<file path="src/rtl/keccak_pkg.sv">
// Shared constants and types for the Keccak/SHAKE front end.
// Covers lane width, SHAKE rates in lanes, padding bytes and the padder state encoding.
package keccak_pkg;

    localparam int w             = 64;
    localparam int RATE128_LANES = 21;
    localparam int RATE256_LANES = 17;

    localparam logic [7:0] DSEP_SHAKE = 8'h1F;
    localparam logic [7:0] PAD_LAST   = 8'h80;

    typedef enum logic [1:0] {
        S_MSG  = 2'd0,
        S_DSEP = 2'd1,
        S_ZERO = 2'd2
    } pad_state_t;

    // mode 0 = SHAKE128, mode 1 = SHAKE256
    function automatic logic [4:0] rate_lanes(input logic mode);
        return mode ? 5'(RATE256_LANES) : 5'(RATE128_LANES);
    endfunction

endpackage

</file>
<file path="src/rtl/shake_lane_pad.sv">
// Combinational lane formatter: keeps bytes below n, inserts the SHAKE domain
// byte at position n (n < 8), and sets the final pad bit on a block-end padding lane.
module shake_lane_pad
    import keccak_pkg::*;
#(
    parameter int W = w
) (
    input  logic [W-1:0] lane_i,
    input  logic [3:0]   n_i,
    input  logic         is_block_end_i,
    input  logic         is_pad_i,
    output logic [W-1:0] lane_o
);

    localparam int NBYTES = W / 8;

    always_comb begin
        lane_o = '0;
        for (int k = 0; k < NBYTES; k++) begin
            if (4'(k) < n_i) begin
                lane_o[8*k +: 8] = lane_i[8*k +: 8];
            end else if (is_pad_i && (4'(k) == n_i)) begin
                lane_o[8*k +: 8] = DSEP_SHAKE;
            end
        end
        if (is_pad_i && is_block_end_i) begin
            lane_o[W-1 -: 8] = lane_o[W-1 -: 8] | PAD_LAST;
        end
    end

endmodule

</file>
<file path="src/rtl/shake_padder.sv">
// SHAKE128/256 message padder: passes message lanes through a one-entry output
// register and appends domain separation plus pad10*1 up to the rate-block boundary.
module shake_padder
    import keccak_pkg::*;
#(
    parameter int W = w
) (
    input  logic         clk,
    input  logic         rst,
    input  logic         mode_i,
    input  logic         msg_valid_i,
    output logic         msg_ready_o,
    input  logic [W-1:0] msg_data_i,
    input  logic         msg_last_i,
    input  logic [3:0]   msg_bytes_i,
    output logic         pad_valid_o,
    input  logic         pad_ready_i,
    output logic [W-1:0] pad_data_o,
    output logic         pad_block_last_o,
    output logic         pad_msg_last_o
);

    pad_state_t   state_q, state_d;
    logic [4:0]   lane_q, lane_d;
    logic [4:0]   rate_q, rate_d;
    logic         active_q, active_d;
    logic         vld_q, vld_d;
    logic [W-1:0] data_q, data_d;
    logic         blast_q, blast_d;
    logic         mlast_q, mlast_d;

    logic         can_load;
    logic         load;
    logic         fin;
    logic [4:0]   rate_cur;
    logic         block_end;
    logic [3:0]   n_eff;
    logic [W-1:0] fmt_in;
    logic [3:0]   fmt_n;
    logic         fmt_is_pad;
    logic [W-1:0] fmt_out;

    shake_lane_pad #(.W(W)) u_lane_pad (
        .lane_i         (fmt_in),
        .n_i            (fmt_n),
        .is_block_end_i (block_end),
        .is_pad_i       (fmt_is_pad),
        .lane_o         (fmt_out)
    );

    // Rate comes from mode_i only on the first word of a message; afterwards it is latched.
    assign can_load  = !vld_q || pad_ready_i;
    assign rate_cur  = active_q ? rate_q : rate_lanes(mode_i);
    assign block_end = (lane_q == (rate_cur - 5'd1));
    assign n_eff     = (!msg_last_i || (msg_bytes_i > 4'd8)) ? 4'd8 : msg_bytes_i;

    always_comb begin
        state_d    = state_q;
        lane_d     = lane_q;
        rate_d     = rate_q;
        active_d   = active_q;
        vld_d      = vld_q;
        data_d     = data_q;
        blast_d    = blast_q;
        mlast_d    = mlast_q;
        load       = 1'b0;
        fin        = 1'b0;
        fmt_in     = msg_data_i;
        fmt_n      = 4'd8;
        fmt_is_pad = 1'b0;

        if (vld_q && pad_ready_i) begin
            vld_d = 1'b0;
        end

        case (state_q)
            S_MSG: begin
                fmt_n      = n_eff;
                fmt_is_pad = msg_last_i && (n_eff < 4'd8);
                if (msg_valid_i && can_load) begin
                    load     = 1'b1;
                    active_d = 1'b1;
                    rate_d   = rate_cur;
                    if (msg_last_i) begin
                        if (n_eff == 4'd8) begin
                            state_d = S_DSEP;
                        end else if (block_end) begin
                            fin = 1'b1;
                        end else begin
                            state_d = S_ZERO;
                        end
                    end
                end
            end
            S_DSEP: begin
                fmt_in     = '0;
                fmt_n      = 4'd0;
                fmt_is_pad = 1'b1;
                if (can_load) begin
                    load = 1'b1;
                    if (block_end) begin
                        fin = 1'b1;
                    end else begin
                        state_d = S_ZERO;
                    end
                end
            end
            S_ZERO: begin
                fmt_in     = '0;
                fmt_n      = 4'd8;
                fmt_is_pad = 1'b1;
                if (can_load) begin
                    load = 1'b1;
                    fin  = block_end;
                end
            end
            default: begin
                state_d = S_MSG;
            end
        endcase

        if (load) begin
            vld_d   = 1'b1;
            data_d  = fmt_out;
            blast_d = block_end;
            mlast_d = fmt_is_pad && block_end;
            lane_d  = block_end ? 5'd0 : (lane_q + 5'd1);
        end

        if (fin) begin
            state_d  = S_MSG;
            lane_d   = 5'd0;
            active_d = 1'b0;
        end
    end

    always_ff @(posedge clk or negedge rst) begin
        if (!rst) begin
            state_q  <= S_MSG;
            lane_q   <= 5'd0;
            rate_q   <= 5'(RATE128_LANES);
            active_q <= 1'b0;
            vld_q    <= 1'b0;
            data_q   <= '0;
            blast_q  <= 1'b0;
            mlast_q  <= 1'b0;
        end else begin
            state_q  <= state_d;
            lane_q   <= lane_d;
            rate_q   <= rate_d;
            active_q <= active_d;
            vld_q    <= vld_d;
            data_q   <= data_d;
            blast_q  <= blast_d;
            mlast_q  <= mlast_d;
        end
    end

    // Reset gates ready directly so upstream sees 0 for the whole time rst is low.
    assign msg_ready_o      = rst && (state_q == S_MSG) && can_load;
    assign pad_valid_o      = vld_q;
    assign pad_data_o       = data_q;
    assign pad_block_last_o = vld_q && blast_q;
    assign pad_msg_last_o   = vld_q && mlast_q;

endmodule
</file>
<file path="config.mk">
export PLATFORM = sky130hd
export DESIGN_NAME = shake_padder
export DESIGN_NICKNAME = d
export VERILOG_FILES = /design/src/rtl/keccak_pkg.sv /design/src/rtl/shake_lane_pad.sv /design/src/rtl/shake_padder.sv
export SDC_FILE = /design/constraint.sdc
export NUM_CORES = 1
export LEC_CHECK = 0
export ABC_AREA = 1
export CORE_MARGIN = 5
export CORE_UTILIZATION = 65
export CTS_CLUSTER_SIZE = 14
export DETAILED_ROUTE_END_ITERATION = 8
export DONT_BUFFER_PORTS = 1
export PLACE_DENSITY = 0.86
export SYNTH_ARGS = -nofsm -noshare
export SYNTH_HDL_FRONTEND = slang
export SYNTH_HIERARCHICAL = 1
export SYNTH_SLANG_ARGS = --single-unit
</file>
<file path="constraint.sdc">
create_clock -name clk -period 5.9 [get_ports clk]
set_input_delay 0.885 -clock clk [delete_from_list [all_inputs] [get_ports clk]]
set_output_delay 0.885 -clock clk [all_outputs]
set_load 0.005 [all_outputs]
</file>
; After elaboration in Yosys (flattened, before gate mapping)
; Index checks and enable logic that the tools add are counted.
[word_totals]
out_inout_bits = 68
latch_bits = 0
regBits = 80
romBits = 0
n_memories = 0
inputBits = 74
ramBits = 0
wordCells = 113
[op_classes]
n_div = 0
reduce_logical = 30
eq_ne = 15
add_sub_neg = 2
n_mux = 48
n_bitwise = 0
n_mul = 0
shifts = 0
order_cmp = 10
[op_table]
columns = op, count
row1 = 8-bit two-way mux, 9
row2 = 64-bit two-way mux, 1
row3 = 5-bit two-way mux, 12
row4 = "3-bit by 4-bit equality test with 1-bit output, first input constant", 4
row5 = 1-bit logical AND, 16
row6 = "3-bit by 4-bit < comparator with 1-bit output, first input constant", 4
row7 = 1-bit two-way mux, 13
row8 = 2-bit two-way mux, 6
row9 = "3-bit inequality test, second input constant", 3
row10 = "2-bit by 4-bit equality test with 1-bit output, first input constant", 2
row11 = "1-bit by 4-bit < comparator with 1-bit output, first input constant", 2
row12 = "2-bit by 4-bit < comparator with 1-bit output, first input constant", 2
row13 = 4-bit case mux with 2 select lines, 1
row14 = 2-bit nonzero test, 4
row15 = 2-bit case mux with 3 select lines, 1
row16 = "5-bit by 1-bit adder with 5-bit output, second input constant", 1
row17 = 5-bit equality test, 1
row18 = "5-bit by 1-bit subtractor with 5-bit output, second input constant", 1
row19 = "1-bit by 4-bit equality test with 1-bit output, first input constant", 1
row20 = "4-bit equality test, second input constant", 1
row21 = "4-bit greater-than comparator, second input constant", 1
row22 = 4-bit logical NOT, 1
row23 = "4-bit < comparator, second input constant", 1
row24 = 4-bit two-way mux, 1
row25 = other kinds (12), 16

; Logic depth before layout (Yosys ltp)
; Gate-level depths: netlist of run 1.
[logic_depth]
ltp_word = 11
mapped_depth = 15
mapped_depth_nobuf = 15

; By module
; Netlist of run 1, hierarchy kept.
[modules_own_cells]
columns = mod, area_per_inst_um2, cells_each, instances, seq_area_each_um2
row1 = shake_padder, 4050.1, 569, 1, 2005.7
row2 = shake_lane_pad, 701.9, 164, 1, 0.0

; Worst setup path after synthesis of run 1
; Ideal clock, no wire load.
[synth_timing]
kind = input to register
startpoint = input msg_last_i
endpoint = register data_q[0] (netlist: pad_data_o[0])
n_path_buf = 0
path_slack_ps = 3788
setup_time_ps = 65
required_ps = 5835
path_stages = 10
arrival_ps = 2047
cell_sequence = inv_1 nor2_1 nand2_1 a21oi_1 nand2_1 inv_1 nand2_1 nand2_1 nand2_1 nand2_1
[synth_between]
elab_chain_cells = 9
elab_cells_between_ends = 12
cone_classes = order compare: 2 / mux: 5 / reduce/logical: 5
[synth_rtl]
columns = element, line
row1 = from (decl), shake_padder.sv:14  ; input logic msg_last_i,
row2 = 1-bit logical NOT, shake_padder.sv:55  ; assign n_eff = (!msg_last_i || (msg_bytes_i > 4'd8)) ? 4'd8 : msg_bytes_i;
row3 = 1-bit logical OR, shake_padder.sv:55
row4 = 4-bit two-way mux, shake_padder.sv:55
row5 = 4-bit < comparator, shake_padder.sv:79  ; fmt_is_pad = msg_last_i && (n_eff < 4'd8);
row6 = 1-bit logical AND (*), shake_padder.sv:79
row7 = 1-bit case mux with 2 select lines (*), shake_padder.sv:76  ; case (state_q)
row8 = net fmt_is_pad, shake_padder.sv:40  ; logic fmt_is_pad;
row9 = 1-bit logical AND (*), shake_lane_pad.sv:22  ; end else if (is_pad_i && (4'(k) == n_i)) begin
row10 = 5-bit two-way mux (*), shake_lane_pad.sv:22
row11 = 8-bit two-way mux (*), shake_lane_pad.sv:20  ; if (4'(k) < n_i) begin
row12 = net fmt_out[0], shake_padder.sv:41  ; logic [W-1:0] fmt_out;
row13 = to (signal assigned), shake_padder.sv:153  ; data_q <= data_d;
row14 = to (decl), shake_padder.sv:28  ; logic [W-1:0] data_q, data_d;
; The timed path passes the listed nets; every way through them passes the cells marked *.
; A chain may end at the register's enable or synchronous reset.

; Worst setup path after layout of run 1
[layout_timing]
startpoint = register state_q[0]
endpoint = register data_q[51] (netlist: pad_data_o[51])
[layout_between]
elab_chain_cells = 6
elab_cells_between_ends = 13
cone_classes = order compare: 1 / eq/ne: 3 / mux: 6 / reduce/logical: 3
[layout_rtl]
columns = element, line
row1 = from (decl), shake_padder.sv:23  ; pad_state_t state_q, state_d;
row2 = from (signal assigned), shake_padder.sv:148  ; state_q <= state_d;
row3 = 2-bit by 1-bit equality test with 1-bit output (tied with other cells), shake_padder.sv:76
row4 = 4-bit case mux with 2 select lines / 2-bit OR reduction (equally long branches), --
row5 = 3-bit by 4-bit equality test with 1-bit output / 1-bit case mux with 2 select lines (equally long branches), "shake_lane_pad.sv:22, shake_padder.sv:76"
row6 = 1-bit logical AND, shake_lane_pad.sv:22
row7 = 5-bit two-way mux, shake_lane_pad.sv:22
row8 = 8-bit two-way mux, shake_lane_pad.sv:20
; Several ways; a longest one is shown, not always the timed one.

==> results of run 1 <==
[report_power, final]
group | total, W | switching (W) | internal [W]
combinational | 0.00152 | 0.00107 | 0.000448
sequential | 0.000863 | 0.000141 | 0.000722
clock | 0.000393 | 0.000199 | 0.000194
[sequential cells by signal, summed over array words and instances, names as in the netlist]
register,cells
rate_q,5
state_q,2
pad_valid_o,1
pad_data_o,64
active_q,1
mlast_q,1
lane_q,5
blast_q,1
[kinds of logic after synthesis]
logic type | after synthesis | synth area share
simple gates | 468 | 0.395
buf+inv | 160 | 0.141
flops | 80 | 0.422
compound gates | 17 | 0.0221
fa+ha+maj | 6 | 0.0158
xor+xnor | 2 | 0.00369
[metrics by stage]
stage | setup WS (ns) | area [um2]
3_3_place_gp | 2.52 | 4720
2_1_floorplan | 3.79 | 4750
6_report | 2.37 | 4910
4_1_cts | 2.32 | 4910
5_1_grt | 1.97 | 4910
3_5_place_dp | 2.35 | 4720
[layout by cell type, fill, tap and decap left out, drive strengths merged, types with 2 or more instances in the layout]
cell type,instances
o21ai,10
ha,6
nor2,107
nand4,3
nand3,30
xor2,2
nand2,324
clkbuf,10
dfstp,3
a21oi,6
inv,134
nand3b,2
clkinvlp,2
dfrtp,77
clkinv,3
[final timing paths]
| path | cells after the start | startpoint | end |
|---|---|---|---|
| worst max register to register | 7 | state_q[0] | pad_data_o[51] |
| min in group clk | 2 | mlast_q | mlast_q |
| worst min-delay path | 0 | rst | pad_data_o[47] |
| worst max-delay path | 7 | state_q[0] | pad_data_o[51] |
| max in group asynchronous | 0 | rst | rate_q[0] |
| worst min register to register | 2 | mlast_q | mlast_q |
[per-layer routing]
layer  vias to the layer above  global-route usage  part of all wire
met2                       111               0.410              0.50
met4                         0              0.0829             0.012
met5                         -                   0                 0
met1                      1848               0.298              0.40
li1                       2084                   -                 -
met3                        13              0.0687             0.079
[cell type report]
class / instances / area (um2) / share of cell area
well taps: 99 / 124 / 0.0252
clock inverters: 6 / 60.1 / 0.0122
inverters: 134 / 503 / 0.103
clock buffers: 10 / 128 / 0.0260
repair buffers: 1 / 7.51 / 0.00153
flip-flops and latches: 80 / 2010 / 0.409
multi-input cells: 493 / 2080 / 0.424
[critical path, cell delays in order (launching register included)]
cell and delay [ns]:
dfrtp_1 0.40, inv_1 0.10, ha_2 1.08, nand2_1 0.23, a21oi_4 0.65, inv_2 0.65
nand2_1 0.22, nand2_1 0.07
==> summary.md, run 1 <==
| Metric | Value |
|---|---|
| Hpwl dp | 7910 um |
| Final setup violation count | 0 |
| Synth Register Bits | 80 |
| Final hold slack | 0.227 ns |
| CTS tree | yes |
| FF-to-FF setup slack | 2.37 ns |
| Vias in the first global route | 3,830 |
| Mapped Nets | 813 |
| Final Power | 0.00277 W |
| Nets | 799 |
| Initial antenna violation count | 0 |
| Worst min-delay path category | in -> async |
| Leak | ~3.1 nW |
| Root Buffer | clkbuf_8 |
| Tightest Pin Transition | 1.20 ns |
| Htree depth | 3 |
| Post-synth EDFFs | 0 |
| CTS Buffer Depth | 2 |
| Core Region | 7180 um2 |
| GR Overflow Total | 0 |
| Setup TNS | 0 ns |
| Ys flop type | dfrtp_1 |
| PostCTS Resize Cnt | 0 |
| First-pass GRT wire length | 17,400 um |
| Startpoint Class | register |
| GRT Util Overall | 0.243 |
| Inserted Diodes | 0 |
| Routed WL per cell | roughly 13 um |
| Fin. max-slew vios | 0 |
| Final wirelength | about 11,000 um |
| Setup crit end kind | register |
| DR iter-0 viols | between 200 and 250 |
| Die Y-Extent | 95.5 um |
| Hold_buf cts | 0 |
| Slew headroom | 0.196 |
| F_max | 283 MHz |
| Synth unique cells | 29 |
| Netlist Area Pre-Place | 4750 um2 |
| Count of final hold-check violations | 0 |
| CTS Buf Count | 9 |
| Die width | 95.5 um |
| RePlAce Congestion | 0.910 |
| CP arrival | around 3.8 ns |
| Clock Skew | 0.0123 ns |
| Post-Layout Cell Count | 823 |
| RSZ-0062 raised after global routing | false |
| Mean area per synthesized cell | 6.48 um2 |
| Post-route ant nets | 0 |
| Kind of critical path | reg -> reg |
| Crit path max fanout | 67 |
| Dpl cells | 807 |
| Die area | 9120 um2 |
| Critical path required time | 6.13 ns |
| Yosys top cell by area | dfrtp_1 |
| Post-layout minimum cycle time | about 3.5 ns |
| Final period utilization | 0.599 |
| Number of setup buffers added after CTS | 0 |
| Post-synth top area share | 0.405 |
| DR vias/cell | 4.93 |
| Post-synth ARST share | 1.00 |
| DR DRC count | 0 |
| Synth Instances | 733 |
| Num ports | 142 |
| Maxcap violations | 0 |
| Fill cells | 615 |
| Drt pass-1 iters | 4 |
| Yosys warns | 6 |
| Via count | between 4,000 and 5,000 |
| Synth top cells by count | nand2_1, inv_1, nor2_1, dfrtp_1, nand3_1 |
| CTS clk-pin slew, worst paths | 0.09 ns |
| Share of layout cells above drive strength 1 | 0.0539 |
| Area Overhead vs Synth | 3.24% |
| Initial core utilization | 0.662 |
| Worst-Skew Late Latency | 0.35 ns |
| Final Core Density | 0.684 |
| Power density cells | 565 nW/um2 |
| Worst IR Drop VDD | 0.368 mV |
| Clock tree sinks | 80 |
| FP Rows | 31 |
| Largest net degree at the start of global routing | between 80 and 90 |
| Port buffer count | 0 |
| Status | finished, final reports clean |
| Most frequent cell after synthesis | nand2_1 |
| Sequential area share after synthesis | 0.422 |
| Top cells by area, synth | dfrtp_1, nand2_1, inv_1 |
Note: power is estimated with default switching activity, not from simulation.
==> run 2: changes to the inputs <==
--- a/config.mk
+++ b/config.mk
@@ -7,11 +7,11 @@
 export LEC_CHECK = 0
 export ABC_AREA = 1
 export CORE_MARGIN = 5
-export CORE_UTILIZATION = 65
+export CORE_UTILIZATION = 58
 export CTS_CLUSTER_SIZE = 14
 export DETAILED_ROUTE_END_ITERATION = 8
 export DONT_BUFFER_PORTS = 1
-export PLACE_DENSITY = 0.86
+export PLACE_DENSITY = 0.81
 export SYNTH_ARGS = -nofsm -noshare
 export SYNTH_HDL_FRONTEND = slang
 export SYNTH_HIERARCHICAL = 1
==> constraint.sdc (replaced) <==
create_clock -name clk -period 3.2 [get_ports clk]
set_input_delay 0.48 -clock clk [delete_from_list [all_inputs] [get_ports clk]]
set_output_delay 0.48 -clock clk [all_outputs]
set_load 0.005 [all_outputs]
==> summary.md, run 2 (synthesis gave the netlist of run 1 again) <==
| Metric | Value |
|---|---|
| Reg2Reg Depth | 10 |
| Hpwl dp | 8240 um |
| Worst-Skew Late Latency | ~0.35 ns |
| Vias in the first global route | approximately 4,000 |
| Final wirelength | 11,300 um |
| Slew headroom | 0.274 |
| Largest net degree at the start of global routing | 81 |
| Die area | 10,100 um2 |
| Cell Int Power | 0.00256 W |
| Top cell by count, worst path | nand2_1 |
| First-pass GRT wire length | 18,700 um |
| Worst path slowest cell | a21oi_1 |
| Fill cells | 803 |
| Inserted Diodes | 0 |
| Port buffer count | 0 |
| RSZ-0062 raised after global routing | false |
| Commonest non-fill, non-tap cells in the layout | nand2_1, inv_1, nor2_1 |
| Register area | approximately 2000 um2 |
| Initial antenna violation count | 0 |
| Switching pwr | 0.00264 W |
| Maxcap violations | 0 |
| Nets | 804 |
| Number of setup buffers added after CTS | 0 |
| Worst IR Drop VDD | ~0.56 mV |
| Max FFs per register | 64 |
| Die width | 101 um |
| Crit path max fanout | 14 |
| RePlAce Congestion | 0.883 |
| Worst min-delay path category | in -> async |
| Htree depth | 3 |
| Leak | between 3 and 4 nW |
| Post-route ant nets | 0 |
| Num ports | 142 |
| Core Region | 8090 um2 |
| Most common cell after layout, fill and taps aside | nand2_1 |
| Startpoint Class | register |
| Routed WL per cell | between 10 and 15 um |
| Power share of the clock group | 0.138 |
| GRT Util Overall | 0.233 |
| Via count | 4,186 |
| Root Buffer | clkbuf_8 |
| Crit-path cells | inv_1, ha_2, inv_1, a21oi_1, nand2_1, inv_1, nand2_1, nand2_1, nand2_1, nand2_1 |
| Comb pwr share | 0.557 |
| Power density cells | 1050 nW/um2 |
| Die Y-Extent | 101 um |
| Worst R2R Start | state_q[1] |
| F_max | about 420 MHz |
| FP Rows | 33 |
| Buf/Inv on CP | 3 |
| Reg power frac | 0.306 |
| R2R Path End | pad_data_o[2] |
| Area Overhead vs Synth | 4.50% |
| Crit path max-delay family | simple AND/OR/NAND/NOR gates |
| Critical path required time | 3.48 ns |
| Clock Skew | 0.00736 ns |
| FF-to-FF setup slack | 0.79 ns |
| Final setup violation count | 0 |
| CTS clk-pin slew, worst paths | around 0.08 ns |
| CTS tree | yes |
| Clock tree sinks | 80 |
| CP arrival | 2.69 ns |
| Status | finished, final reports clean |
| Tightest Pin Transition | 1.09 ns |
| DR iter-0 viols | 212 |
| Count of final hold-check violations | 0 |
| CTS Buf Count | 9 |
| Final period utilization | 0.752 |
| GR Overflow Total | 0 |
| DR vias/cell | 5.02 |
| Final hold slack | 0.0320 ns |
| Kind of critical path | reg -> reg |
| Share of layout cells above drive strength 1 | 0.0576 |
| Sw frac | 0.507 |
| Setup crit end kind | register |
| Post-layout minimum cycle time | 2.41 ns |
| Drt pass-1 iters | 5 |
| Initial core utilization | 0.587 |
| CTS Buffer Depth | 2 |
| Critical Path Max Stage Delay | 0.51 ns |
| DR DRC count | 0 |
| Area of the multi-input gates | 2080 um2 |
| Fin. max-slew vios | 0 |
| Setup TNS | 0 ns |
==> run 2: final cells by class <==
type                       instances  area share
clock inverter                     4     0.00957
timing repair buffer               6      0.0131
inverter                         134       0.101
clock buffer                      12      0.0272
tap                              105      0.0265
sequential                        80       0.404
multi-input combinational        493       0.418
==> run 2: routing by layer <==
layer	vias up	wire (um)	GRT usage
met5	-	0	0
met4	0	290	0.110
met3	23	897	0.0581
met2	146	5560	0.383
met1	1919	4580	0.287
li1	2098	-	-
==> run 2: power groups by stage <==
stage / registers, W / clock network, W / logic, W
2_1_floorplan: 0.00152 / 0 / 0.00251
3_3_place_gp: 0.00160 / 0 / 0.00276
3_5_place_dp: 0.00161 / 0 / 0.00288
4_1_cts: 0.00160 / 0.000728 / 0.00290
5_1_grt: 0.00163 / 0.000775 / 0.00336
6_report: 0.00159 / 0.000716 / 0.00290
==> run 2: how the worst max path moves through the flow <==
| stage | to | from | slack (ns) | depth (start not counted) |
|---|---|---|---|---|
| finish | pad_data_o[2] | state_q[1] | 0.79 | 10 |
| global route | pad_data_o[0] | state_q[1] | 0.54 | 10 |
| CTS | pad_data_o[2] | state_q[1] | 0.83 | 10 |
| detailed placement | pad_data_o[2] | state_q[1] | 0.85 | 10 |
| global placement | pad_data_o[26] | state_q[0] | 0.95 | 8 |
| floorplan | pad_data_o[32] | state_q[0] | 1.26 | 10 |
==> run 2: through the flow <==
step / utilization / total power (W) / setup slack [ns] / std cells / area (um2)
2_1_floorplan: - / 0.00403 / 1.26 / 733 / 4750
3_3_place_gp: 0.588 / 0.00437 / 0.949 / 817 / 4760
3_5_place_dp: 0.588 / 0.00449 / 0.853 / 817 / 4760
4_1_cts: 0.614 / 0.00523 / 0.834 / 834 / 4970
5_1_grt: 0.614 / 0.00576 / 0.538 / 834 / 4970
6_report: 0.614 / 0.00520 / 0.792 / 834 / 4970
==> run 2: what timing repair did <==
action                                 in CTS  in global routing
setup endpoints to repair                   0                  0
resized for setup                           0                  0
hold buffers                                1                  0
endpoints found under the hold margin      80                  0
